## src/rtl/ntt_pkg.sv

```systemverilog
// Shared constants and types for the Kyber NTT/INTT layer sequencer.
package ntt_pkg;
    localparam int N_COEF       = 256;
    localparam int N_LAYERS     = 7;
    localparam int BF_PER_LAYER = 128;

    typedef logic [2:0] layer_t;
    typedef logic [7:0] addr_t;
    typedef logic [6:0] zidx_t;
    typedef logic [6:0] bf_cnt_t;
    typedef logic [7:0] outst_t;

    localparam layer_t  LAST_LAYER = layer_t'(N_LAYERS - 1);
    localparam bf_cnt_t LAST_BF    = bf_cnt_t'(BF_PER_LAYER - 1);

    typedef enum logic [1:0] {IDLE, ISSUE, DRAIN, DONE} seq_state_t;
endpackage

```

## src/rtl/ntt_addr_gen.sv

```systemverilog
// Combinational butterfly address / zeta index generator for one (b, layer) pair.
module ntt_addr_gen
    import ntt_pkg::*;
(
    input  bf_cnt_t b,
    input  layer_t  layer,
    input  logic    inverse,
    output addr_t   addr_a,
    output addr_t   addr_b,
    output zidx_t   zeta_idx
);
    logic [3:0] shift;
    addr_t      len;
    addr_t      g;
    addr_t      off;
    addr_t      j;
    zidx_t      zeta_fwd;
    zidx_t      zeta_inv;

    always_comb begin
        // shift = log2(len); g is the butterfly group, off the position inside it
        shift    = 4'd7 - {1'b0, layer};
        len      = addr_t'(1) << shift;
        g        = {1'b0, b} >> shift;
        off      = {1'b0, b} & (len - addr_t'(1));
        j        = (g << (shift + 4'd1)) | off;
        zeta_fwd = (zidx_t'(1) << layer) + g[6:0];
        // wraps mod 128 at layer 6, where 2^(layer+1) itself does not fit
        zeta_inv = (zidx_t'(2) << layer) - zidx_t'(1) - g[6:0];
        addr_a   = j;
        addr_b   = j + len;
        zeta_idx = inverse ? zeta_inv : zeta_fwd;
    end
endmodule

```

## src/rtl/ntt_layer_seq.sv

```systemverilog
// Kyber NTT/INTT layer sequencer: issues 7 layers x 128 butterfly descriptors, one per
// beat, and holds each layer boundary until every issued butterfly has been written back.
module ntt_layer_seq
    import ntt_pkg::*;
(
    input  logic   clk,
    input  logic   rst_n,
    input  logic   start,
    input  logic   inverse,
    output logic   busy,
    output logic   done,
    output logic   err,
    output logic   bf_valid,
    input  logic   bf_ready,
    output layer_t layer,
    output addr_t  addr_a,
    output addr_t  addr_b,
    output zidx_t  zeta_idx,
    output logic   bf_last,
    input  logic   wb_ack
);
    seq_state_t state, state_nxt;
    bf_cnt_t    bf_cnt, bf_cnt_nxt;
    layer_t     layer_nxt;
    logic       inv_q, inv_nxt;
    outst_t     outst, outst_nxt;
    logic       accept;
    logic       ack_err;
    logic       final_layer;
    addr_t      gen_a;
    addr_t      gen_b;
    zidx_t      gen_z;

    // Fed from the next-cycle counters so the registered descriptor lines up with bf_valid.
    ntt_addr_gen u_addr_gen (
        .b        (bf_cnt_nxt),
        .layer    (layer_nxt),
        .inverse  (inv_nxt),
        .addr_a   (gen_a),
        .addr_b   (gen_b),
        .zeta_idx (gen_z)
    );

    always_comb begin
        accept      = bf_valid && bf_ready;
        ack_err     = wb_ack && !accept && (outst == '0);
        final_layer = inv_q ? (layer == '0) : (layer == LAST_LAYER);

        case ({accept, wb_ack})
            2'b10:   outst_nxt = outst + outst_t'(1);
            2'b01:   outst_nxt = ack_err ? outst : outst - outst_t'(1);
            default: outst_nxt = outst;
        endcase

        state_nxt  = state;
        bf_cnt_nxt = bf_cnt;
        layer_nxt  = layer;
        inv_nxt    = inv_q;

        case (state)
            IDLE: begin
                if (start) begin
                    state_nxt  = ISSUE;
                    bf_cnt_nxt = '0;
                    inv_nxt    = inverse;
                    layer_nxt  = inverse ? LAST_LAYER : '0;
                end
            end
            ISSUE: begin
                if (accept) begin
                    if (bf_cnt == LAST_BF) state_nxt = DRAIN;
                    else                   bf_cnt_nxt = bf_cnt + bf_cnt_t'(1);
                end
            end
            DRAIN: begin
                // outst_nxt already counts a write-back landing this cycle
                if (outst_nxt == '0) begin
                    if (final_layer) begin
                        state_nxt = DONE;
                    end else begin
                        state_nxt  = ISSUE;
                        bf_cnt_nxt = '0;
                        layer_nxt  = inv_q ? layer - layer_t'(1) : layer + layer_t'(1);
                    end
                end
            end
            DONE:    state_nxt = IDLE;
            default: state_nxt = IDLE;
        endcase
    end

    always_ff @(posedge clk) begin
        if (!rst_n) begin
            state    <= IDLE;
            bf_cnt   <= '0;
            inv_q    <= 1'b0;
            outst    <= '0;
            err      <= 1'b0;
            busy     <= 1'b0;
            done     <= 1'b0;
            bf_valid <= 1'b0;
            layer    <= '0;
            addr_a   <= '0;
            addr_b   <= '0;
            zeta_idx <= '0;
            bf_last  <= 1'b0;
        end else begin
            state    <= state_nxt;
            bf_cnt   <= bf_cnt_nxt;
            inv_q    <= inv_nxt;
            outst    <= outst_nxt;
            err      <= (err && !(state == IDLE && start)) || ack_err;
            busy     <= (state_nxt == ISSUE) || (state_nxt == DRAIN);
            done     <= (state_nxt == DONE);
            bf_valid <= (state_nxt == ISSUE);
            layer    <= layer_nxt;
            addr_a   <= gen_a;
            addr_b   <= gen_b;
            zeta_idx <= gen_z;
            bf_last  <= (state_nxt == ISSUE) && (bf_cnt_nxt == LAST_BF);
        end
    end
endmodule

```

## config.mk

```make
export PLATFORM = sky130hd
export DESIGN_NAME = ntt_layer_seq
export DESIGN_NICKNAME = d
export VERILOG_FILES = /design/src/rtl/ntt_pkg.sv /design/src/rtl/ntt_addr_gen.sv /design/src/rtl/ntt_layer_seq.sv
export SDC_FILE = /design/constraint.sdc
export NUM_CORES = 1
export LEC_CHECK = 0
export CAP_MARGIN = 20
export CORE_MARGIN = 2
export CORE_UTILIZATION = 53
export DETAILED_ROUTE_END_ITERATION = 8
export PLACE_DENSITY = 0.75
export SLEW_MARGIN = 20
export SYNTH_ARGS = -nofsm -noshare
export SYNTH_HDL_FRONTEND = slang
export SYNTH_SLANG_ARGS = --single-unit
```

## constraint.sdc

```tcl
create_clock -name clk -period 5.9 [get_ports clk]
set_input_delay 1.18 -clock clk [delete_from_list [all_inputs] [get_ports clk]]
set_output_delay 1.18 -clock clk [all_outputs]
set_load 0.005 [all_outputs]
```

==> flow_summary.ini, run 1 <==
[run_status]
outcome = complete, no violations

[timing]
relSlewSlack = 0.375
skew_ns = 0.0107
fmax_mhz = 170
finalSetupViolCount = 0
maxSlewViolCount = 0
holdWs_ns = 0.576
tns_ns = 0
rsz0062_at_grt = yes
hold_viol = 0
worst_slack_ns = 0.0132
fin_crit_ns = 5.89
fin_crit_sh = 0.998
tightest_slew_ns = 0.938

[floorplan]
fp.dieW_um = 93.3
die_h_um = 93.3
die_area_mm2 = 0.00870
initial_core_util = 0.546
core_area_mm2 = 0.00773
rows = 32
ios = 37

[synthesis]
syn_area_per_cell_um2 = 7.65
synthCells = 552
yosys_warnings = 0
ys_ff_latch = 49
synthesis.nets = 592
netlist_area_mm2 = 0.00422
synth_edf_count = 0
ys_types = 85
async_flop_share = 0
synth_seq_area_share = 0.232
ys.flop_type = dfxtp_1

[cts]
clk_latency_ns = 0.32
h-tree-depth = 2
cts.sinks = 49
cts_made_buffers = 5
clockBufferDepth = 2
clock-root-buffer = clkbuf_8
path_clk_slew_ns = 0.09
tritoncts = built
cts_hold_buf = 0

[critical_path]
cp-start-kind = input port
crit_arrival_ns = 6.08
cp-end-kind = flop
startpoint = bf_ready
reg2reg_depth = 28
critical_path.endpoint = addr_b[7]
r2r_start = outst[0]
ff2ff_setup_slack_ns = 0.51
crit_required_ns = 6.09
path_common_cell = buf_6
critPathMaxStageDelay_ns = 0.55
crit_slowest_cell = or4_4
cp_max_fo = 7
critPathKind = input port to flop
r2r_end = addr_b[7]

[power]
power.share.sequential = 0.195
swShare = 0.403
clockPowerShare = 0.102
fin_total_pwr_mw = 2.15
p_leak_nw = 2.71
ir_drop_uv = 259
intPower_mw = 1.29
p_switching_uw = 869
p_per_area_mw_per_mm2 = 357
combPwrFrac = 0.703

[layout]
multi_input_area_mm2 = 0.00322
antenna_cells = 0
drive_gt1_frac = 0.306
fillers = 542
final_cell_area_mm2 = 0.00604
ff_latch_area_um2 = 981
final_nets = 752
area_delta_synth_final_pct = 43.1

[place]
portBuffers = 36
gp_congestion = 1.02
dp_hpwl_um = 10700
dp_slack_ns = -0.719
placed_area_mm2 = 0.00561

[global_route]
grt_pass1_vias = 4568
gr-total-overflow = 0
track_usage = 0.326
grt_max_degree = 27
grt_pass1_wl_um = 22500
antenna_found_initial = 0

[routing]
ant_nets = 0
routed-via-count = 4821
viasPerCell = 5.92
routed_wl_um = 14400
dr.pass1.iters = 5
wl_per_cell_um = 17.7
drc = 0
first_iter_violations = 337

[min_path]
min_path_type = flop to flop

[job]
maxCapViolCount = 0
## repair_timing
action,in CTS,in global routing
setup endpoints to repair,7,7
pin swaps,3,24
gates resized for setup,18,35
cloned,0,1
setup buffers,6,14
## layout make-up
cell class,count,area share
timing repair buffer,182,0.246
clock inverter,2,0.00228
sequential,49,0.162
multi-input combinational,441,0.533
tap,102,0.0211
clock buffer,6,0.0137
inverter,33,0.0222
## Yosys cell counts, drive strengths merged, types with 3 or more instances
cell type | count | area (um^2)
nor4 | 4 | 37.5
nand4b | 3 | 26.3
o21bai | 3 | 22.5
inv | 33 | 126
o2111ai | 4 | 35.0
ha | 30 | 375
or4 | 6 | 45.0
a211oi | 6 | 50.1
o21ai | 33 | 169
dfxtp | 49 | 981
nand2b | 10 | 62.6
a31oi | 8 | 50.1
nand3 | 24 | 120
xnor2 | 11 | 96.3
nor3b | 5 | 37.5
nor3 | 14 | 70.1
xor2 | 3 | 26.3
o2bb2ai | 3 | 32.5
and2 | 19 | 120
clkbuf | 18 | 67.6
a21o | 11 | 82.6
buf | 12 | 70.1
or3 | 9 | 61.3
a22oi | 4 | 30.0
o211ai | 4 | 30.0
nand4 | 7 | 43.8
nand2 | 45 | 169
a21oi | 32 | 160
nor2 | 61 | 245
and3 | 11 | 73.8
fa | 4 | 80.1
mux2 | 4 | 48.8
mux2i | 9 | 103
o22ai | 4 | 25.0
or2 | 3 | 18.8
nor2b | 4 | 25.0
o311ai | 4 | 35.0
o31ai | 4 | 35.0
## power by group through the flow
stage          combinational [mW]  clock (mW)  sequential [mW]
2_1_floorplan               0.721           0            0.418
3_3_place_gp                 1.29           0            0.425
3_5_place_dp                 1.31           0            0.425
4_1_cts                      1.37       0.221            0.419
5_1_grt                      1.63       0.231            0.427
6_report                     1.51       0.219            0.421
## kinds of logic (layout without fill, tap and decap cells)
| kind of cell | Yosys count | count (layout) | synth area share |
|---|---|---|---|
| buffers and inverters | 63 | 223 | 0.0625 |
| AOI/OAI and AO/OA | 147 | 147 | 0.244 |
| muxes | 13 | 13 | 0.0359 |
| DFF | 49 | 49 | 0.232 |
| xor gates and xnor gates | 14 | 14 | 0.0290 |
| adders and majority gates | 34 | 34 | 0.108 |
| and+or+nand+nor | 232 | 233 | 0.289 |
## sequential cells by signal (all words and copies together) (netlist names), 2 cells and up
signal    flops
state         2
addr_a        8
layer         3
zeta_idx      7
outst         8
bf_cnt        7
addr_b        8
## worst min-delay path by stage
stage / start / endpoint / cells past startpoint
final: err / err / 2
after detailed placement: err / err / 2
after CTS: err / err / 2
after global routing: err / err / 2
after global placement: err / err / 2
after floorplan: err / err / 2
## per-stage QoR
| step | instances | utilization |
|---|---|---|
| after CTS | 800 | 0.752 |
| after detailed placement | 786 | 0.726 |
| after floorplan | 552 | - |
| final | 815 | 0.782 |
| after global placement | 786 | 0.726 |
| after global routing | 815 | 0.782 |
## worst max-delay path, delay by kind of cell
family | cells | cell delay (ns)
buffers and inverters | 6 | 0.63
AOI/OAI and AO/OA | 9 | 1.20
adders and majority gates | 4 | 0.94
xor gates and xnor gates | 1 | 0.15
and+or+nand+nor | 10 | 1.91
muxes | 1 | 0.07
## per-layer routing
metal	global-route usage	vias to the layer above	wire [um]
met2	0.562	213	7110
met4	0.103	0	369
met5	0	-	0
met3	0.0443	37	958
li1	-	2317	-
met1	0.421	2254	5980
## layout by cell type, fill, tap and decap left out, drive strengths merged, types with 4 or more instances in the layout
master,count
a31oi,8
clkbuf,7
and2,20
buf,147
o31ai,4
nand3,24
or3,9
o21ai,33
a21o,11
o311ai,4
nor2,61
nor3b,5
clkdlybuf4s50,34
fa,4
o22ai,4
xnor2,11
or4,6
a21oi,32
o2111ai,4
mux2i,9
nor3,14
nor2b,4
o211ai,4
nor4,4
a211oi,6
nand2,45
inv,32
nand4,7
a22oi,4
mux2,4
dfxtp,49
ha,30
nand2b,10
and3,11
Power figures use the tool's default switching activity.
==> inputs of run 2 (changes only) <==
--- a/config.mk
+++ b/config.mk
@@ -7,9 +7,9 @@
 export LEC_CHECK = 0
 export CAP_MARGIN = 20
 export CORE_MARGIN = 2
-export CORE_UTILIZATION = 53
+export CORE_UTILIZATION = 60
 export DETAILED_ROUTE_END_ITERATION = 8
-export PLACE_DENSITY = 0.75
+export PLACE_DENSITY = 0.8
 export SLEW_MARGIN = 20
 export SYNTH_ARGS = -nofsm -noshare
 export SYNTH_HDL_FRONTEND = slang
==> constraint.sdc (replaced) <==
create_clock -name clk -period 7.6 [get_ports clk]
set_input_delay 1.52 -clock clk [delete_from_list [all_inputs] [get_ports clk]]
set_output_delay 1.52 -clock clk [all_outputs]
set_load 0.005 [all_outputs]
==> run 2 against run 1 <==
Combinational power decreased by 50%. Via count down 10%. Clock skew down 0.0045 ns. Die area is 11% lower. Hold slack worse by 0.053 ns. Critical path depth fell by 3. Largest cell class unchanged.
==> flow_summary.ini, run 2 (synthesis results as in run 1) <==
[layout]
final_core_utilization = 0.715
area_delta_synth_final_pct = 15.0
final_cell_mix = nor2_1, dfxtp_1, nand2_1, clkdlybuf4s50_1, a21oi_1
layout_commonest_cell = nor2_1
largestRegisters = addr_a (8), addr_b (8), outst (8)
final_nets = 630
drive_gt1_frac = 0.105

[job]
maxCapViolCount = 0

[floorplan]
initial_core_util = 0.622
die_h_um = 87.9
fp.dieW_um = 87.9
rows = 30
core_area_mm2 = 0.00679
die_area_mm2 = 0.00772
ios = 37

[timing]
fmax_mhz = 139
fin_crit_sh = 0.945
skew_ns = 0.00627
worst_slack_ns = 0.416
finalSetupViolCount = 0
tightest_slew_ns = 0.814
rsz0062_at_grt = no
tns_ns = 0
maxSlewViolCount = 0
fin_crit_ns = 7.18
hold_viol = 0
relSlewSlack = 0.458

[global_route]
antenna_found_initial = 1
gr-total-overflow = 0
grt_pass1_wl_um = 19300
grt_max_degree = 27
grt_pass1_vias = 4021
track_usage = 0.313

[min_path]
hp-start = err
min_path_type = flop to flop

[routing]
dr.pass1.iters = 5
viasPerCell = 6.29
wl_per_cell_um = 17.0
first_iter_violations = 255
ant_nets = 0
routed-via-count = 4325
drc = 0
routed_wl_um = 11700

[cts]
clk_latency_ns = 0.31
clock-root-buffer = clkbuf_8
path_clk_slew_ns = 0.09
h-tree-depth = 2
cts_made_buffers = 5
cts.sinks = 49
clockBufferDepth = 2
tritoncts = built

[power]
p_leak_nw = 2.05
ir_drop_uv = 213
fin_total_pwr_mw = 1.25
p_per_area_mw_per_mm2 = 258

[place]
portBuffers = 36
dp_slack_ns = 0.0855
gp_congestion = 0.988
dp_hpwl_um = 8760

[critical_path]
crit_slowest_cell = or4_1
critPathMaxStageDelay_ns = 0.57
crit_required_ns = 7.79
cp-end-kind = flop
ff2ff_setup_slack_ns = 1.55
path_buf_inv = 4
critPathKind = input port to flop
crit_arrival_ns = 7.37
cp-start-kind = input port
startpoint = bf_ready
r2r_start = outst[0]
critPathTopFamily = simple AND/OR/NAND/NOR gates
cp_max_fo = 21

[run_status]
outcome = complete, no violations
## run 2: area by class of cell
class,count,area [um^2]
multi-input cells,440,2990
fillers,562,1940
flip-flops and latches,49,981
repair buffers,61,548
inverters,33,126
well taps,96,120
clock buffers,5,68.8
clock inverters,3,25.0
diodes,1,2.50
## run 2: through the flow
| step | instances | hold slack, ns | instance area [um^2] |
|---|---|---|---|
| 3_3_place_gp | 679 | 0.492 | 4750 |
| 3_5_place_dp | 679 | 0.499 | 4750 |
| 5_1_grt | 687 | 0.566 | 4850 |
| 4_1_cts | 687 | 0.531 | 4850 |
| 6_report | 688 | 0.523 | 4860 |
| 2_1_floorplan | 552 | 0.490 | 4220 |
## run 2: final timing paths
path | to | cells after the start
min reg2reg | err | 2
max | addr_b[7] | 28
max reg2reg | addr_b[7] | 27
min | err | 2
## run 2: routing by layer
| metal | part of all wire | global-route usage | up-vias |
|---|---|---|---|
| li1 | - | - | 2084 |
| met1 | 0.42 | 0.405 | 1974 |
| met2 | 0.48 | 0.530 | 225 |
| met3 | 0.066 | 0.0415 | 42 |
| met4 | 0.030 | 0.122 | 0 |
| met5 | 0 | 0 | - |
## run 2: power by group
part,leakage [nW],internal (mW),total [mW],switching [mW]
logic,1.60,0.339,0.759,0.420
clock network,0.0452,0.0673,0.164,0.0964
registers,0.400,0.298,0.330,0.0319
total,2.05,0.705,1.25,0.548
## run 2: tightest hold or removal path, cell delays in order, from the launching register on
cell     delay, ns
dfxtp_1       0.34
a22oi_1       0.07
nor2_1        0.08
## run 2: timing repair
| item | 4_1_cts | 5_1_grt |
|---|---|---|
| setup buffers | 0 | 0 |
| setup endpoints to repair | 0 | 3 |
| gates resized for setup | 0 | 4 |
| hold buffers | 0 | 0 |
